--- config.mk ---
export PLATFORM = sky130hd
export DESIGN_NAME = muldiv_sequencer
export DESIGN_NICKNAME = d
export VERILOG_FILES = /design/src/rtl/muldiv_sequencer.sv
export SDC_FILE = /design/constraint.sdc
export NUM_CORES = 1
export LEC_CHECK = 0
export CORE_AREA = 2 2 248 250
export DETAILED_ROUTE_END_ITERATION = 7
export DIE_AREA = 0 0 250 252
export PLACE_DENSITY_LB_ADDON = 0.12
export SETUP_SLACK_MARGIN = 0.2
export SYNTH_ARGS = -nofsm -noshare
export SYNTH_HDL_FRONTEND = slang
export SYNTH_SLANG_ARGS = --single-unit
--- constraint.sdc ---
create_clock -name clk -period 11.1 [get_ports clk]
set_clock_uncertainty 0.2 [all_clocks]
set_input_delay 1.665 -clock clk [delete_from_list [all_inputs] [get_ports clk]]
set_output_delay 1.665 -clock clk [all_outputs]
set_load 0.01 [all_outputs]
--- src/rtl/muldiv_sequencer.sv ---
// muldiv_sequencer: multicycle MUL/SMUL/UMUL/DIV controller with a
// 1-bit-per-cycle shift-add multiplier and a restoring divider, followed by
// one (32-bit result) or two (lo, hi) writeback phases.
// Optional build macro: MULDIV_EARLY_TERM_EN lets multiplies leave CALC as
// soon as the remaining multiplier magnitude is zero.
module muldiv_sequencer #(
  parameter int WIDTH = 32,
  parameter int CNT_W = $clog2(WIDTH) + 1
) (
  input  logic             clk,
  input  logic             reset,
  input  logic             start,
  input  logic [2:0]       ALUControl,
  input  logic [WIDTH-1:0] SrcA,
  input  logic [WIDTH-1:0] SrcB,
  input  logic             wb_ready,
  output logic             busy,
  output logic [WIDTH-1:0] ResultW,
  output logic             ResultWE,
  output logic             ResultHi,
  output logic             longFlag,
  output logic             DivZero
);

  typedef enum logic [1:0] {IDLE, CALC, WB_LO, WB_HI} state_t;

  localparam logic [2:0]       OP_SMUL  = 3'b101;
  localparam logic [2:0]       OP_UMUL  = 3'b110;
  localparam logic [2:0]       OP_DIV   = 3'b111;
  localparam logic [CNT_W-1:0] CNT_INIT = CNT_W'(WIDTH);
  localparam logic [CNT_W-1:0] CNT_ONE  = CNT_W'(1);

  state_t               state_q, state_d;
  // Multiply: acc = running product, mcand = left-shifting multiplicand,
  // mplier = right-shifting multiplier. Divide: acc = {remainder, dividend
  // shifting into quotient}, mcand[WIDTH-1:0] = divisor.
  logic [2*WIDTH-1:0]   acc_q, acc_d;
  logic [2*WIDTH-1:0]   mcand_q, mcand_d;
  logic [WIDTH-1:0]     mplier_q, mplier_d;
  logic [CNT_W-1:0]     cnt_q, cnt_d;
  logic                 is_div_q, is_div_d;
  logic                 neg_q, neg_d;
  logic                 long_q, long_d;
  logic                 divzero_q, divzero_d;

  logic [2*WIDTH-1:0]   mul_acc;
  logic [WIDTH-1:0]     mul_mplier;
  logic [WIDTH:0]       div_shift;
  logic                 div_ge;
  logic [WIDTH-1:0]     div_rem;
  logic [2*WIDTH-1:0]   div_acc;
  logic [WIDTH-1:0]     mag_a, mag_b;
  logic                 calc_done;

  // One datapath iteration for each operation, plus operand magnitudes for SMUL.
  // NOTE: every signal written in an always_comb gets a value on every path
  // (defaults first), otherwise synthesis infers a latch.
  always_comb begin
    mul_acc    = acc_q + (mplier_q[0] ? mcand_q : '0);
    mul_mplier = mplier_q >> 1;
    div_shift  = {acc_q[2*WIDTH-1:WIDTH], acc_q[WIDTH-1]};
    div_ge     = div_shift >= {1'b0, mcand_q[WIDTH-1:0]};
    // When the trial subtraction succeeds the difference is below the divisor,
    // so it fits in WIDTH bits and the modulo subtraction is exact.
    div_rem    = div_ge ? (div_shift[WIDTH-1:0] - mcand_q[WIDTH-1:0])
                        : div_shift[WIDTH-1:0];
    div_acc    = {div_rem, acc_q[WIDTH-2:0], div_ge};
    mag_a      = (ALUControl == OP_SMUL && SrcA[WIDTH-1]) ? -SrcA : SrcA;
    mag_b      = (ALUControl == OP_SMUL && SrcB[WIDTH-1]) ? -SrcB : SrcB;
  end

  // Next-state and register-update logic for the sequencer FSM.
  always_comb begin
    state_d   = state_q;
    acc_d     = acc_q;
    mcand_d   = mcand_q;
    mplier_d  = mplier_q;
    cnt_d     = cnt_q;
    is_div_d  = is_div_q;
    neg_d     = neg_q;
    long_d    = long_q;
    divzero_d = divzero_q;
    calc_done = 1'b0;

    unique case (state_q)
      IDLE: begin
        // Codes 100..111 are the only valid ones; anything else is ignored.
        if (start && ALUControl[2]) begin
          long_d    = (ALUControl == OP_SMUL) || (ALUControl == OP_UMUL);
          is_div_d  = (ALUControl == OP_DIV);
          neg_d     = (ALUControl == OP_SMUL) && (SrcA[WIDTH-1] ^ SrcB[WIDTH-1]);
          cnt_d     = CNT_INIT;
          divzero_d = 1'b0;
          mplier_d  = mag_b;
          if (ALUControl == OP_DIV) begin
            mcand_d = {{WIDTH{1'b0}}, SrcB};
            if (SrcB == '0) begin
              divzero_d = 1'b1;
              acc_d     = {SrcA, {WIDTH{1'b1}}};
              state_d   = WB_LO;
            end else begin
              acc_d   = {{WIDTH{1'b0}}, SrcA};
              state_d = CALC;
            end
          end else begin
            mcand_d = {{WIDTH{1'b0}}, mag_a};
            acc_d   = '0;
            state_d = CALC;
          end
        end
      end

      CALC: begin
        cnt_d = cnt_q - CNT_ONE;
        if (is_div_q) begin
          acc_d     = div_acc;
          calc_done = (cnt_q == CNT_ONE);
        end else begin
          acc_d    = mul_acc;
          mcand_d  = mcand_q << 1;
          mplier_d = mul_mplier;
`ifdef MULDIV_EARLY_TERM_EN
          // The multiplicand is shifted, not the accumulator, so the product
          // is already in final alignment whenever the multiplier runs out.
          calc_done = (cnt_q == CNT_ONE) || (mul_mplier == '0);
`else
          calc_done = (cnt_q == CNT_ONE);
`endif
          if (calc_done && neg_q) begin
            acc_d = -mul_acc;
          end
        end
        if (calc_done) begin
          cnt_d   = '0;
          state_d = WB_LO;
        end
      end

      WB_LO: begin
        if (wb_ready) begin
          state_d = long_q ? WB_HI : IDLE;
        end
      end

      WB_HI: begin
        if (wb_ready) begin
          state_d = IDLE;
        end
      end

      default: state_d = IDLE;
    endcase
  end

  // State, datapath and flag registers; reset aborts any running operation.
  // NOTE: sequential state uses non-blocking assignments so every flop samples
  // the pre-edge values of the others, independent of statement order.
  always_ff @(posedge clk or negedge reset) begin
    if (!reset) begin
      state_q   <= IDLE;
      acc_q     <= '0;
      mcand_q   <= '0;
      mplier_q  <= '0;
      cnt_q     <= '0;
      is_div_q  <= 1'b0;
      neg_q     <= 1'b0;
      long_q    <= 1'b0;
      divzero_q <= 1'b0;
    end else begin
      state_q   <= state_d;
      acc_q     <= acc_d;
      mcand_q   <= mcand_d;
      mplier_q  <= mplier_d;
      cnt_q     <= cnt_d;
      is_div_q  <= is_div_d;
      neg_q     <= neg_d;
      long_q    <= long_d;
      divzero_q <= divzero_d;
    end
  end

  // Writeback and status outputs decoded from the current state.
  always_comb begin
    busy     = (state_q != IDLE);
    ResultWE = (state_q == WB_LO) || (state_q == WB_HI);
    ResultHi = (state_q == WB_HI);
    ResultW  = '0;
    if (state_q == WB_LO) ResultW = acc_q[WIDTH-1:0];
    if (state_q == WB_HI) ResultW = acc_q[2*WIDTH-1:WIDTH];
    longFlag = long_q;
    DivZero  = divzero_q;
  end

endmodule
==> run summary <==
per-cell routed wire length - 24.5 µm
final net count - 2678
Post-synth EDFFs - 0
met2 Use GR - 38.7%
via/cell ratio - 5.91
Worst Setup Start Kind - flip-flop
slew at the pin with the worst max-slew slack - 1290 ps
Post-Place Cell Area - 20200 µm²
Initial DRT Pass Iterations - 6
Yosys reg bits - 172
vias in the first global route - 18500
clock slew at reported path FFs - 80 ps
Main synth FF type - dfrtp_1
HPWL Detailed - 63100 µm
placed cells - 3268
Tcrit/Tclk final - 54.3%
Core Footprint - 60100 µm²
met1 GRT Util - 37.1%
Syn Inst Count - 2512
fraction of registers with async set/reset - 100%
most common cell after layout, fill and taps aside - nand2_1
setup slack, reg-to-reg - 5080 ps
met3 Usage GRT - 4.15%
busiest layer in global routing - met2
CTS resizes - 0
crit path time final - 6020 ps
WP buf/inv - 1
CP max stage delay - 590 ps
worst hold path cell count - 2
hold endpoint - mplier_q[11]
P per Cell Area - 299 nW/µm²
status - complete, no violations
fin area - 20800 µm²
Iteration-0 DRC Markers - 1848
worst min path class - flip-flop to flip-flop
most frequent cells in the layout - nand2_1 (275), o21ai_0 (261), a21oi_1 (247), nor2_1 (227), dfrtp_1 (170)
Hold Startpoint - mplier_q[11]
drt drc - 0
GRT Util Overall - 25.6%
crit end category - flip-flop
total gr overflow - 0
Max Fanout on Critical Path - 64
Top delay family on crit path - compound AO/OA/AOI/OAI gates
CTS sink cnt - 172
I/O Pins - 108
H-tree levels - 4
Post-CTS Setup Repair Bufs - 0
vias - 19500
worst hold slack - 286 ps
RSZ-0062 raised after global routing - no
Critical R2R Launch - mplier_q[0]
FP Rows - 90
final slew viol count - 0
layout cells sized above 1 - 4.57%
fin cells - 3300
sequential area share after synthesis - 23.2%
RePlAce Congestion - 0.960
Max Fclk - 0.166 GHz
crit path DAT - 6240 ps
synth unique cells - 96
most used cell, CP - a21oi_1
clk_lat worst skew - 510 ps
synthesized cell area - 18600 µm²
VDD IR max - 0.189 mV
die area - 63000 µm²
area grow syn2layout - 11.9%
Worst R2R Path Depth - 16
Pleak - 8.33 nW
final-report hold violation count - 0
final number of setup-violating endpoints - 0
CTS root buffer - clkbuf_16
Initial Utilization - 30.9%
filler instances - 6488
Die Y - 252 µm
initial antenna violation count - 6
Die X - 250 µm
largest net degree at the start of global routing - 82
Slew HR - 13.5%
first-pass GRT wire length - 121000 µm
CTS Buf Count - 17
Max Root-Sink Buffers - 2
crit-path cells - buf_4, and2_1, ha_1, a21oi_1, o21ai_0, a21oi_1, nand4_1, o21ai_1, xnor2_1, a211oi_2, nand3_1, nor4b_2, a21oi_1, xnor2_1, o211ai_1, o21ai_0
MaxCap Viol Count - 0
reg2reg end - acc_q[46]
kind of critical path - flip-flop to flip-flop
Routed Antenna Nets - 0
cts hold-fix bufs - 0
Critical Path RT - 11320 ps
setup TNS - 0 ps
CTS tree - done
final WL - 81000 µm
Mean Syn Cell Area - 7.39 µm²
slowest CP cell - o21ai_1
Post-Syn Nets - 2685
input/output buffers - 107
Yosys Warn Count - 0
==> layer usage <==
| metal | share of wire [%] | vias up |
|---|---|---|
| met1 | 48 | 9442 |
| met5 | 0.049 | - |
| met4 | 2.8 | 6 |
| met3 | 6.6 | 104 |
| li1 | - | 9174 |
| met2 | 43 | 764 |
==> worst min-delay path: stages, from the launching register on <==
cell and delay [ps]:
dfrtp_1 340, nand2_1 50, o21ai_0 60
==> through the flow <==
stage               utilization, %  power (mW)  setup slack [ps]
global route                  34.6        6.69              4770
global placement              33.6        5.52              4870
finish                        34.6        6.22              5080
detailed placement            33.6        5.53              4900
floorplan                        -        4.15              6210
CTS                           34.6        6.17              5120
==> worst max-delay path by stage <==
stage,slack [ps],from,end,cells after the start
6_report,5080,mplier_q[0],acc_q[46],16
5_1_grt,4770,mplier_q[0],acc_q[47],16
4_1_cts,5120,mplier_q[0],acc_q[47],16
3_5_place_dp,4900,SrcA[1],mcand_q[30],14
3_3_place_gp,4870,SrcA[0],mcand_q[30],14
2_1_floorplan,6210,SrcA[0],mcand_q[30],13
==> sequential cells by signal (all words and copies together) (netlist names) <==
name and flops:
state_q 2, acc_q 64, mplier_q 32, mcand_q 64, is_div_q 1, neg_q 1, DivZero 1, longFlag 1
cnt_q 6
==> where the power goes <==
group	switching, mW	internal [mW]	leakage [nW]	total [mW]
registers	0.460	0.885	2.19	1.35
clock network	0.309	0.299	0.273	0.608
logic	2.71	1.55	5.86	4.26
==> synthesized netlist by cell type (5+ instances only) <==
library cell / number / area, µm²
a221oi_1: 7 / 61.3
and2_1: 78 / 488
nand3_1: 40 / 200
nor2b_1: 39 / 244
ha_1: 100 / 1250
clkbuf_1: 123 / 462
or2_2: 10 / 62.6
or3_1: 27 / 169
o31a_1: 6 / 52.6
buf_2: 15 / 75.1
o211ai_1: 35 / 263
nor3_1: 49 / 245
nand4_1: 40 / 250
inv_1: 60 / 225
xor2_1: 90 / 788
nor2_1: 230 / 863
o21ai_0: 261 / 1310
and4_1: 6 / 52.6
a21oi_1: 248 / 1240
nand2_1: 276 / 1040
a31oi_1: 45 / 282
o221ai_1: 5 / 43.8
o31ai_1: 19 / 143
a21boi_0: 6 / 45.0
buf_1: 16 / 60.1
a22o_1: 31 / 272
o2111ai_1: 5 / 43.8
o21ai_1: 6 / 30.0
a211oi_1: 25 / 188
o21a_1: 17 / 128
a21o_1: 49 / 368
nand3b_1: 5 / 37.5
nor4_1: 15 / 93.8
a41oi_1: 10 / 87.6
o41ai_1: 7 / 61.3
o21bai_1: 9 / 67.6
a22oi_1: 32 / 240
dfrtp_1: 172 / 4300
and3_1: 24 / 150
xnor2_1: 87 / 762
nand2b_1: 19 / 119
mux2i_1: 54 / 541
or4_1: 13 / 97.6
==> layout make-up <==
class                           count  area [µm²]  area share (%)
Clock buffer                       20         447            2.15
Inverter                           60         225            1.08
Clock inverter                     11         103           0.494
Tap cell                          782         978            4.71
Timing Repair Buffer              132        1260            6.07
Antenna cell                        1        2.50          0.0120
Sequential cell                   172        4310            20.7
Multi-Input combinational cell   2122       13500            64.8
==> cells by family (layout without fill, tap and decap cells) <==
group | count (synthesis) | count (layout) | share of synthesized area, %
buffers and inverters | 218 | 223 | 4.65
and+or+nand+nor | 900 | 900 | 23.9
AOI/OAI and AO/OA | 884 | 884 | 29.8
other | 0 | 1 | 0
xor gates and xnor gates | 178 | 178 | 8.43
muxes | 58 | 58 | 3.15
adders and majority gates | 102 | 102 | 6.95
DFF | 172 | 172 | 23.2
Note: power is estimated with default switching activity, not from simulation.
